<file path="config.mk">
export PLATFORM = sky130hd
export DESIGN_NAME = vout_frame_reader_ctrl
export DESIGN_NICKNAME = d
export VERILOG_FILES = /design/src/rtl/vout_frame_reader_ctrl.sv
export SDC_FILE = /design/constraint.sdc
export NUM_CORES = 1
export LEC_CHECK = 0
export ABC_AREA = 1
export BUFFER_PORTS_ARGS = -buffer_cell sky130_fd_sc_hd__buf_2
export CAP_MARGIN = 40
export CORE_MARGIN = 1
export CORE_UTILIZATION = 40
export DETAILED_ROUTE_END_ITERATION = 8
export PLACE_DENSITY_LB_ADDON = 0.3
export SYNTH_ARGS = -nofsm -noshare
export SYNTH_HDL_FRONTEND = slang
export SYNTH_SLANG_ARGS = --single-unit
export TNS_END_PERCENT = 100
</file>
<file path="constraint.sdc">
create_clock -name mem_clk -period 2.7 [get_ports mem_clk]
set_clock_uncertainty 0.05 [all_clocks]
set_input_delay 0.81 -clock mem_clk [delete_from_list [all_inputs] [get_ports mem_clk]]
set_output_delay 0.81 -clock mem_clk [all_outputs]
set_load 0.01 [all_outputs]
</file>
<file path="src/rtl/vout_frame_reader_ctrl.sv">
// vout_frame_reader_ctrl: reads the most recently completed frame from external memory into the video-out FIFO using length-limited bursts; optional VOUT_RD_VFLIP_EN enables bottom-up line order
module vout_frame_reader_ctrl #(
    parameter int MEM_DATA_BITS  = 64,
    parameter int PIXEL_BITS     = 16,
    parameter int BURST_LEN      = 128,
    parameter int ADDR_BITS      = 27,
    parameter int FRAME_IDX_BITS = 2,
    parameter int FRAME_SHIFT    = 23,
    parameter int FIFO_DEPTH     = 256,
    parameter int WAIT_CYCLES    = 2000
) (
    input  logic                           mem_clk,
    input  logic                           rst,
    input  logic                           frame_start,
    input  logic [11:0]                    vout_width,
    input  logic [11:0]                    vout_height,
    input  logic [ADDR_BITS-1:0]           line_stride,
    input  logic [ADDR_BITS-1:0]           base_addr,
    input  logic                           wr_done,
    input  logic [FRAME_IDX_BITS-1:0]      wr_frame_idx,
    input  logic                           vflip,
    input  logic [$clog2(FIFO_DEPTH)-1:0]  fifo_wrusedw,
    output logic                           fifo_clr,
    output logic                           fifo_wr_en,
    output logic [MEM_DATA_BITS-1:0]       fifo_wr_data,
    output logic                           rd_burst_req,
    output logic [9:0]                     rd_burst_len,
    output logic [ADDR_BITS-1:0]           rd_burst_addr,
    input  logic                           rd_burst_data_valid,
    input  logic [MEM_DATA_BITS-1:0]       rd_burst_data,
    input  logic                           burst_finish,
    output logic                           frame_busy,
    output logic                           frame_done
);
    localparam int PPW     = MEM_DATA_BITS / PIXEL_BITS;
    localparam int PPW_LOG = $clog2(PPW);
    localparam int WB_LOG  = $clog2(MEM_DATA_BITS / 8);
    localparam int FAW     = $clog2(FIFO_DEPTH);
    localparam int WCW     = $clog2(WAIT_CYCLES + 1);
    localparam logic [FAW-1:0] FIFO_TH   = FAW'(FIFO_DEPTH - 1 - BURST_LEN);
    localparam logic [11:0]    BLEN      = 12'(BURST_LEN);
    localparam logic [WCW-1:0] WAIT_LAST = WCW'(WAIT_CYCLES - 1);

    typedef enum logic [2:0] {S_IDLE, S_WAIT, S_LINE_START, S_REQ, S_BURSTING, S_LINE_END, S_DONE} state_t;

    state_t                    state, state_d;
    logic [FRAME_IDX_BITS-1:0] latest_idx, rd_frame_idx, sel_idx;
    logic [11:0]               width_q, height_q, line_cnt, remain, wpl, len_next;
    logic [ADDR_BITS-1:0]      stride_q, base_q, line_addr, burst_offset, flip_acc, frame_base;
    logic [WCW-1:0]            wait_cnt;
    logic                      discard, space, wait_done, flip_done, down, last_line;

    assign sel_idx      = wr_done ? wr_frame_idx : latest_idx;
    assign frame_base   = base_q + (ADDR_BITS'(rd_frame_idx) << FRAME_SHIFT);
    assign wpl          = 12'((13'(width_q) + 13'(PPW - 1)) >> PPW_LOG);
    assign len_next     = remain > BLEN ? BLEN : remain;
    assign space        = fifo_wrusedw <= FIFO_TH;
    assign wait_done    = wait_cnt == WAIT_LAST;
    assign last_line    = line_cnt + 12'd1 == height_q;
    assign fifo_wr_en   = rd_burst_data_valid & ~discard;
    assign fifo_wr_data = rd_burst_data;
    assign frame_busy   = state != S_IDLE && state != S_DONE;

`ifdef VOUT_RD_VFLIP_EN
    logic        vflip_q;
    logic [11:0] flip_cnt;
    assign flip_done = ~vflip_q || height_q == 12'd0 || flip_cnt == height_q - 12'd1;
    assign down      = vflip_q;
    // Latch the flip request and count stride additions toward the bottom-line address
    always_ff @(posedge mem_clk) begin
        if (rst) begin
            vflip_q  <= 1'b0;
            flip_cnt <= '0;
        end else if (frame_start) begin
            vflip_q  <= vflip;
            flip_cnt <= '0;
        end else if (state == S_WAIT && !flip_done) begin
            flip_cnt <= flip_cnt + 12'd1;
        end
    end
`else
    logic unused_vflip;
    assign unused_vflip = vflip;
    assign flip_done    = 1'b1;
    assign down         = 1'b0;
`endif

    // State register
    always_ff @(posedge mem_clk) begin
        if (rst) state <= S_IDLE;
        else     state <= state_d;
    end

    // Next-state logic; frame_start restarts the frame from any state
    always_comb begin
        state_d = state;
        case (state)
            S_WAIT:       if (wait_done && flip_done) state_d = (width_q == 12'd0 || height_q == 12'd0) ? S_DONE : S_LINE_START;
            S_LINE_START: state_d = S_REQ;
            S_REQ:        if (space && !discard) state_d = S_BURSTING;
            S_BURSTING:   if (burst_finish) state_d = remain == 12'(rd_burst_len) ? S_LINE_END : S_REQ;
            S_LINE_END:   state_d = last_line ? S_DONE : S_LINE_START;
            default:      ;
        endcase
        if (frame_start) state_d = S_WAIT;
    end

    // Frame selection, configuration capture, address generation and burst handshake
    always_ff @(posedge mem_clk) begin
        if (rst) begin
            fifo_clr      <= 1'b0;
            frame_done    <= 1'b0;
            rd_burst_req  <= 1'b0;
            rd_burst_len  <= '0;
            rd_burst_addr <= '0;
            latest_idx    <= '0;
            rd_frame_idx  <= '0;
            width_q       <= '0;
            height_q      <= '0;
            stride_q      <= '0;
            base_q        <= '0;
            line_cnt      <= '0;
            line_addr     <= '0;
            burst_offset  <= '0;
            flip_acc      <= '0;
            remain        <= '0;
            wait_cnt      <= '0;
            discard       <= 1'b0;
        end else begin
            fifo_clr   <= frame_start;
            frame_done <= 1'b0;
            if (wr_done) latest_idx <= wr_frame_idx;
            if (burst_finish) discard <= 1'b0;
            if (frame_start) begin
                rd_frame_idx <= sel_idx;
                width_q      <= vout_width;
                height_q     <= vout_height;
                stride_q     <= line_stride;
                base_q       <= base_addr;
                line_cnt     <= '0;
                wait_cnt     <= '0;
                flip_acc     <= '0;
                rd_burst_req <= 1'b0;
                discard      <= state == S_BURSTING && !burst_finish;
            end else begin
                case (state)
                    S_WAIT: begin
                        line_addr <= frame_base + flip_acc;
                        if (!wait_done) wait_cnt <= wait_cnt + 1'b1;
                        if (!flip_done) flip_acc <= flip_acc + stride_q;
                    end
                    S_LINE_START: begin
                        remain       <= wpl;
                        burst_offset <= '0;
                    end
                    S_REQ: if (space && !discard) begin
                        rd_burst_req  <= 1'b1;
                        rd_burst_len  <= 10'(len_next);
                        rd_burst_addr <= line_addr + burst_offset;
                    end
                    S_BURSTING: begin
                        if (rd_burst_data_valid || burst_finish) rd_burst_req <= 1'b0;
                        if (burst_finish) begin
                            remain       <= remain - 12'(rd_burst_len);
                            burst_offset <= burst_offset + (ADDR_BITS'(rd_burst_len) << WB_LOG);
                        end
                    end
                    S_LINE_END: begin
                        line_cnt   <= line_cnt + 12'd1;
                        line_addr  <= down ? line_addr - stride_q : line_addr + stride_q;
                        frame_done <= last_line;
                    end
                    default: ;
                endcase
            end
        end
    end
endmodule

</file>
# Word level (Yosys, flattened, before mapping)
# Index checks and enable logic that the tools add are counted.
[word_totals]
rom_bits = 0
mem_bits_rw = 0
mem_count = 0
ff_bits = 215
latch_bits = 0
[op_classes]
order_cmp = 2
n_bitwise = 5
n_eq_ne = 16
add_sub_neg = 8
n_shift = 0
n_mul = 0
n_mux = 20
n_reduce_logical = 25
div = 0
[ops]
columns = ["op", "count"]
rows = [
  ["27-bit one-hot mux with 2 select lines", 2],
  ["27-bit adder", 2],
  ["27-bit by 13-bit adder with 27-bit output", 1],
  ["27-bit by 25-bit adder with 27-bit output", 1],
  ["27-bit two-way mux", 1],
  ["12-bit zero test", 2],
  ["12-bit one-hot mux with 2 select lines", 1],
  ["3-bit two-way mux", 6],
  ["3-bit one-hot mux with 5 select lines", 1],
  ["12-bit by 2-bit adder with 13-bit output, second input constant", 1],
  ["12-bit by 1-bit adder with 12-bit output, second input constant", 1],
  ["12-bit by 10-bit == test with 1-bit output", 1],
  ["12-bit == test", 1],
  ["12-bit by 8-bit greater-than comparator with 1-bit output, second input constant", 1],
  ["12-bit two-way mux", 1],
  ["3-bit inequality test, second input constant", 4],
  ["12-bit by 10-bit subtractor with 12-bit output", 1],
  ["11-bit by 1-bit adder with 11-bit output, second input constant", 1],
  ["11-bit == test, second input constant", 1],
  ["10-bit two-way mux", 1],
  ["3-bit AND reduction", 3],
  ["8-bit by 7-bit less-or-equal comparator with 1-bit output, second input constant", 1],
  ["4-bit AND reduction", 2],
  ["2-bit nonzero test", 4],
  ["other kinds (19)", 35],
]

# Depth between registers and ports, before layout
# Gate-level depths: netlist (run 1).
[logic_depth]
word_depth = 6
mapped_depth = 16
mapped_depth_nobuf = 16

# Least setup slack after synthesis (run 1)
# No wires, ideal clock.
[synth_path]
kind = "register to register"
start = "reg line_addr[0]"
end = "reg line_addr[14]"
required_ns = 2.580
synth_period_minus_slack_ns = 2.064
setup_slack_ns = 0.636
stages_incl_launch_ff = 17
t_arrival_ns = 1.944
n_path_buf = 0
setup_time_ns = 0.070
cell_sequence = "dfxtp_1 -> ha_1 -> inv_1 -> fa_1 -> inv_1 -> nand3_1 -> nand2_1 -> nand2_1 -> nand2_1 -> nand2_1 -> nand2_1 -> nand3_1 -> a21oi_1 -> nor2_1 -> nand2_1 -> nand2_1 -> a21oi_1"
[synth_between]
elab_chain_len = 2
[synth_rtl]
columns = ["item", "line", "rtl"]
rows = [
  ["from (decl)", "49", "logic [ADDR_BITS-1:0] stride_q, base_q, line_addr, burst_offset, flip_acc, frame_base;"],
  ["from (signal assigned)", "148", "line_addr <= frame_base + flip_acc;"],
  ["from (signal assigned)", "170", "line_addr <= down ? line_addr - stride_q : line_addr + stride_q;"],
  ["27-bit adder", "170", ""],
  ["27-bit one-hot mux with 2 select lines", "146", "case (state)"],
]
# Every way passes these cells.
# A chain may end at the register's enable or synchronous reset.

# Worst setup path after layout (run 1)
[layout_path]
start = "reg state[2]"
end = "out frame_busy"
[layout_between]
elab_chain_len = 2
elab_cells_between_ends = 3
[layout_rtl]
columns = ["item", "line", "rtl"]
rows = [
  ["from (decl)", "46", "state_t state, state_d;"],
  ["from (signal assigned)", "91", "else state <= state_d;"],
  ["3-bit inequality test or 3-bit nonzero test (tied branches)", "62", "assign frame_busy = state != S_IDLE && state != S_DONE;"],
  ["1-bit logical AND (*)", "62", ""],
  ["to (decl)", "32", "output logic frame_busy,"],
]
# Mark *: on every way between the ends. The rest lies on a longest branch, timed or not.

==> qor.txt, run 1 <==
Final instance area - 14,600 um^2
Mux share of post-synthesis cell area - 0.1537%
Synth Warn # - 0
R2r setup slk - 0.32 ns
GP Congestion - 0.9572
Total CTS buffers - 25
Post-CTS Setup Inserts - 0
CORE AREA - 31,800 um^2
Worst setup SP type - register
Max cap viols - 0
Fillers - 3,274
Top cells by count, synth - nand2_1 (395), dfxtp_1 (212), inv_1 (211)
CTS tree - yes
First-pass GRT wire length - 61.98 mm
Clock Latency Late Sink - 0.54 ns
Largest family of logic cells by synthesized area - simple AND/OR/NAND/NOR gates
1st-pass router iterations - 7
P&R area growth vs syn - 12.04%
Syn nets - 2,118
Initial drt markers - 938
Synthesized area - 13,030 um^2
Slowest cell on crit path - dfxtp_1
Max IR drop VDD - 0.0004156 V
Final setup viols - 0
Peak Freq - 395.7 MHz
Largest net degree at the start of global routing - 56
Slowest stage delay, CP - 0.34 ns
Vias per inst - 5.167
CP Capture Point - frame_busy
Ys flop type - dfxtp_1
RSZ-0062 raised after global routing - false
Area share of fa/ha/maj cells after synthesis - 7.721%
Slew headroom - 63.28%
Vias in the first global route - 11,960
Post-layout nets - 2,176
Site Rows - 65
WP data required - 1.84 ns
Post-Synth XOR/XNOR Area - 2.218%
Die width - 182.5 um
Worst-margin pin slew - 0.5466 ns
Critical path type - reg -> out
Post-route minimum period - 2.527 ns
Power Density - 534.0 nW/um^2
Synth unique cells - 54
Sink Count - 212
Synthesized instance count - 1,881
Ant diodes - 0
Final period utilization - 93.59%
Drt drc - 0
Compound-Gate Fraction of Synth Area - 19.82%
Die area - 33,300 um^2
Hold WC Path Type - in -> reg
Register bit total from synthesis - 212
Leakage - 6.710 nW
Drt wl/cell - 15.99 um
GRT busiest layer - met2
Final hold viol count - 0
Most Frequent Cell on Critical Path - nor2_1
Port Buffers - 128
CP Cell Sequence - buf_4 -> nor2_1 -> nor2_1 -> nand2_1 -> buf_2
GR Util met1 - 31.61%
Tot GR Track Use - 23.21%
Met2 Resource Use GR - 38.55%
Critical path arrival - 1.67 ns
Drt total wl - 38.27 mm
Yosys top cell area share - 32.57%
Chip height - 182.5 um
Synth async-reset ratio - 0%
CTS root buffer - clkbuf_16
Initial antenna violation count - 0
Post-synthesis simple-gate area fraction - 25.35%
Crit Path Max Fanout - 13
Clock-pin slew on the worst setup and hold paths - 0.06 ns
Met3 usage - 2.714%
Cell depth of the worst flop-to-flop path - 16
Setup TNS - 0 ns
# IOs - 265
CTS max path bufs - 3
EDFF count, synth - 0
Crit end category - primary output
HPWL after DPL - 29.71 mm
H-tree Lvls - 1
Overflow after GRT - 0
Register area share after synthesis - 32.57%
Initial Util - 40.97%
Largest area contributor in the synthesized netlist - dfxtp_1
RR Startpoint - line_addr[0]
Area contributors post-synth - dfxtp_1 (33%), nand2_1 (11%), ha_1 (7.1%)
Final slew viol count - 0
Critical path origin - state[2]
Placed inst area - 13,680 um^2
Outcome - finished, final reports clean
Cell with the most instances after synthesis - nand2_1
Layout cell share with drive strength beyond 1 - 12.05%
Detailed-route via count - 12,360
Cts hold-fix bufs - 0
Reg2Reg Capture Point - line_addr[14]
Antenna viol nets, final - 0
Synth Area per Inst - 6.926 um^2
-- worst min-delay path by stage --
stage / to / cells after the start / start / slack (ns)
after floorplan: rd_frame_idx[0] / 2 / rd_frame_idx[0] / 0.39
after global placement: base_q[26] / 2 / base_q[26] / 0.41
after detailed placement: base_q[26] / 2 / base_q[26] / 0.42
after CTS: width_q[2] / 3 / vout_width[2] / 0.40
after global routing: width_q[2] / 3 / vout_width[2] / 0.41
final: width_q[2] / 3 / vout_width[2] / 0.42
-- layout make-up --
| cell class | instances | area [um^2] | area share (%) |
|---|---|---|---|
| repair buffers | 150 | 830.8 | 5.691 |
| clock buffers | 29 | 660.6 | 4.526 |
| well taps | 435 | 544.3 | 3.728 |
| flip-flops and latches | 212 | 4245 | 29.08 |
| clock inverters | 17 | 255.2 | 1.749 |
| inverters | 223 | 837.1 | 5.734 |
| multi-input cells | 1327 | 7224 | 49.49 |
-- what timing repair did --
item                                    in CTS  in global routing
endpoints found under the setup margin       0                  1
resized for setup                            0                  3
endpoints found under the hold margin        0                  0
-- layout by cell type (no fill, tap or decap), types with 3 or more instances in the layout --
| cell | count |
|---|---|
| nor2_1 | 163 |
| a21o_1 | 8 |
| nor2_2 | 7 |
| dfxtp_1 | 211 |
| nor4_1 | 8 |
| fa_1 | 4 |
| nand3_1 | 105 |
| clkinv_2 | 5 |
| inv_1 | 211 |
| a31oi_1 | 12 |
| nor3b_1 | 3 |
| ha_1 | 73 |
| nand3b_1 | 3 |
| o21ai_1 | 17 |
| o211ai_1 | 20 |
| a22o_1 | 39 |
| nand2_1 | 394 |
| a211oi_1 | 9 |
| inv_2 | 11 |
| or2_2 | 3 |
| o21ai_0 | 139 |
| o21bai_1 | 11 |
| o22ai_1 | 4 |
| nand2_2 | 5 |
| a21oi_1 | 174 |
| buf_2 | 128 |
| buf_4 | 20 |
| bufinv_16 | 6 |
| clkbuf_16 | 25 |
| xor2_1 | 19 |
| o21a_1 | 5 |
| nand4_1 | 35 |
| xnor2_1 | 14 |
| nor3_1 | 27 |
-- per-layer routing --
| metal | up-vias | part of all wire, % |
|---|---|---|
| met5 | - | 0 |
| met4 | 0 | 2.3 |
| met3 | 67 | 5.3 |
| met2 | 339 | 45 |
| met1 | 5596 | 47 |
| li1 | 6362 | - |
-- per-stage QoR --
step	worst slack (ns)	total power [mW]	hold slack, ns	cells	util [%]
floorplan	0.6358	3.944	0.3908	1881	-
global placement	0.2521	4.106	0.4092	2347	43.01
detailed placement	0.2164	4.116	0.4164	2347	43.01
CTS	0.1573	7.892	0.3955	2393	45.89
global route	0.01138	8.112	0.4077	2393	45.91
finish	0.1729	7.795	0.4165	2393	45.91
-- registers in the layout, indices dropped and copies added (netlist names) --
name / flops
line_addr: 27
height_q: 12
width_q: 12
fifo_clr: 1
wait_cnt: 11
rd_burst_req: 1
rd_frame_idx: 2
rd_burst_len: 10
state: 3
discard: 1
rd_burst_addr: 27
stride_q: 27
line_cnt: 12
latest_idx: 2
frame_done: 1
remain: 12
base_q: 27
burst_offset: 24
-- cells by family (layout without fill, tap and decap cells) --
family                   count (synthesis)  count (layout)
AND/OR/NAND/NOR                        765             765
AO/OA/AOI/OAI                          448             448
buffers and inverters                  342             419
flip-flops                             212             212
adder cells (fa/ha/maj)                 78              78
XOR/XNOR                                33              33
multiplexers                             2               2
other                                    1               1
-- worst max-delay path, delay by kind of cell, from the launching register on --
family | cells | cell delay (ns)
buffers and inverters | 2 | 0.41
AND/OR/NAND/NOR | 3 | 0.39
flip-flops | 1 | 0.34
-- power by group --
part           internal [mW]  switching [mW]  total [mW]  leakage, nW
Combinational          0.267           0.457       0.724         4.54
Clock                   2.34            1.41        3.74        0.447
Sequential              3.23          0.0936        3.33         1.73
No activity file was read; power rests on OpenSTA's default activity.
==> inputs of run 2 (changes only) <==
--- a/config.mk
+++ b/config.mk
@@ -8,8 +8,10 @@
 export ABC_AREA = 1
 export BUFFER_PORTS_ARGS = -buffer_cell sky130_fd_sc_hd__buf_2
 export CAP_MARGIN = 40
+export CELL_PAD_IN_SITES_DETAIL_PLACEMENT = 2
+export CELL_PAD_IN_SITES_GLOBAL_PLACEMENT = 2
 export CORE_MARGIN = 1
-export CORE_UTILIZATION = 40
+export CORE_UTILIZATION = 31
 export DETAILED_ROUTE_END_ITERATION = 8
 export PLACE_DENSITY_LB_ADDON = 0.3
 export SYNTH_ARGS = -nofsm -noshare
==> run 2 against run 1 <==
The flow now finishes with violations (design-rule violations). Total power down 3.9%. Via count grew 5.9%. First-iteration DRC count shrank 44%. Register-to-register slack lost 0.07 ns. Non-clock buffer count down 2. Clock power down 9.4%. Critical endpoint unchanged.
==> qor.txt, run 2 (synthesis results as in run 1) <==
Drt wl/cell - 19.63 um
Hold WC Path Type - in -> reg
Power Density - 513.0 nW/um^2
Max IR drop VDD - 0.0004605 V
Crit end category - primary output
Drt total wl - 48.77 mm
Total CTS buffers - 27
Ant diodes - 0
Fin util - 35.53%
Final period utilization - 95.93%
Die area - 42,850 um^2
Max cap viols - 0
# IOs - 265
Overflow after GRT - 0
Final hold viol count - 0
Largest net degree at the start of global routing - 81
Site Rows - 74
CTS root buffer - clkbuf_16
Crit Path Max Fanout - 12
Tot GR Track Use - 22.68%
HPWL after DPL - 38.41 mm
Vias in the first global route - 14,320
R2r setup slk - 0.25 ns
RSZ-0062 raised after global routing - false
Clock-pin slew on the worst setup and hold paths - 0.06 ns
Total power - 7.493 mW
Vias per inst - 5.269
Outcome - finished, violations left
Slew headroom - 50.23%
Drt drc - 2
Initial Util - 31.69%
Clock Latency Late Sink - 0.57 ns
Post-layout nets - 2,176
Die width - 207.0 um
Cts hold-fix bufs - 0
CTS tree - yes
H-tree Lvls - 1
First-pass GRT wire length - 78.03 mm
Worst-margin pin slew - 0.7466 ns
CTS max path bufs - 3
Worst setup SP type - register
Antenna viol nets, final - 0
Post-CTS Setup Inserts - 0
Post-route minimum period - 2.590 ns
1st-pass router iterations - 8
Failing checks - design-rule violations
Peak Freq - 386.1 MHz
Chip height - 207.0 um
Final slew viol count - 0
Sink Count - 212
Commonest non-fill, non-tap cells in the layout - nand2_1 (394), dfxtp_1 (212), inv_1 (211)
Final instance area - 14,610 um^2
Initial drt markers - 523
CORE AREA - 41,110 um^2
Critical path arrival - 1.73 ns
GP Congestion - 0.8968
P&R area growth vs syn - 12.10%
Critical path type - reg -> out
WP data required - 1.84 ns
# resized after CTS - 0
Initial antenna violation count - 1
Setup TNS - 0 ns
Final setup viols - 0
Commonest non-fill, non-tap cell in the layout - nand2_1
Port Buffers - 128
Placed inst area - 13,790 um^2
Layout cell share with drive strength beyond 1 - 11.53%
Leakage - 6.650 nW
Detailed-route via count - 13,090
run 2: changes by cell type in the layout (fill, tap and decap cells not counted), sizes merged:
| cell | before | now |
|---|---|---|
| buf | 150 | 148 |
| clkinvlp | 2 | 1 |
| clkinv | 8 | 4 |
| clkbuf | 29 | 37 |
| inv | 224 | 223 |
| bufinv | 6 | 0 |
run 2: critical path, cell delays in order (launching register included):
cell and delay (ns):
dfxtp_1 0.35, inv_2 0.22, nor2_2 0.09, nor2_1 0.23, nand2_1 0.12, buf_2 0.16
run 2: worst paths after layout:
| kind | startpoint | depth (start not counted) | to |
|---|---|---|---|
| max | state[2] | 5 | frame_busy |
| min reg2reg | base_q[26] | 2 | base_q[26] |
| min | vout_width[2] | 3 | width_q[2] |
| max reg2reg | line_addr[0] | 16 | line_addr[14] |
run 2: layer usage:
layer | up-vias | track usage, % | routed length (um)
li1 | 6343 | - | -
met1 | 6430 | 28.10 | 21880
met2 | 249 | 40.39 | 23600
met3 | 67 | 3.320 | 1843
met4 | 0 | 6.794 | 1447
met5 | - | 0 | 0
run 2: power breakdown:
part	switching (mW)	total, mW	internal [mW]
logic	0.498	0.767	0.269
clock network	1.46	3.39	1.93
registers	0.103	3.34	3.24
total	2.06	7.49	5.43
run 2: stage by stage:
stage,instances,worst slack (ns),hold slack (ns)
after CTS,2484,0.07050,0.3542
final,2484,0.1100,0.3842
after global routing,2484,0.01704,0.3775
after detailed placement,2442,0.1372,0.4161
after global placement,2442,0.2307,0.4128
after floorplan,1881,0.6358,0.3908
run 2: cell type report:
type,count,area [um^2]
clock inverter,5,42.54
multi-input combinational,1327,7234
fill,5033,26500
timing repair buffer,148,828.3
inverter,223,837.1
tap,532,665.6
clock buffer,37,753.2
sequential,212,4244
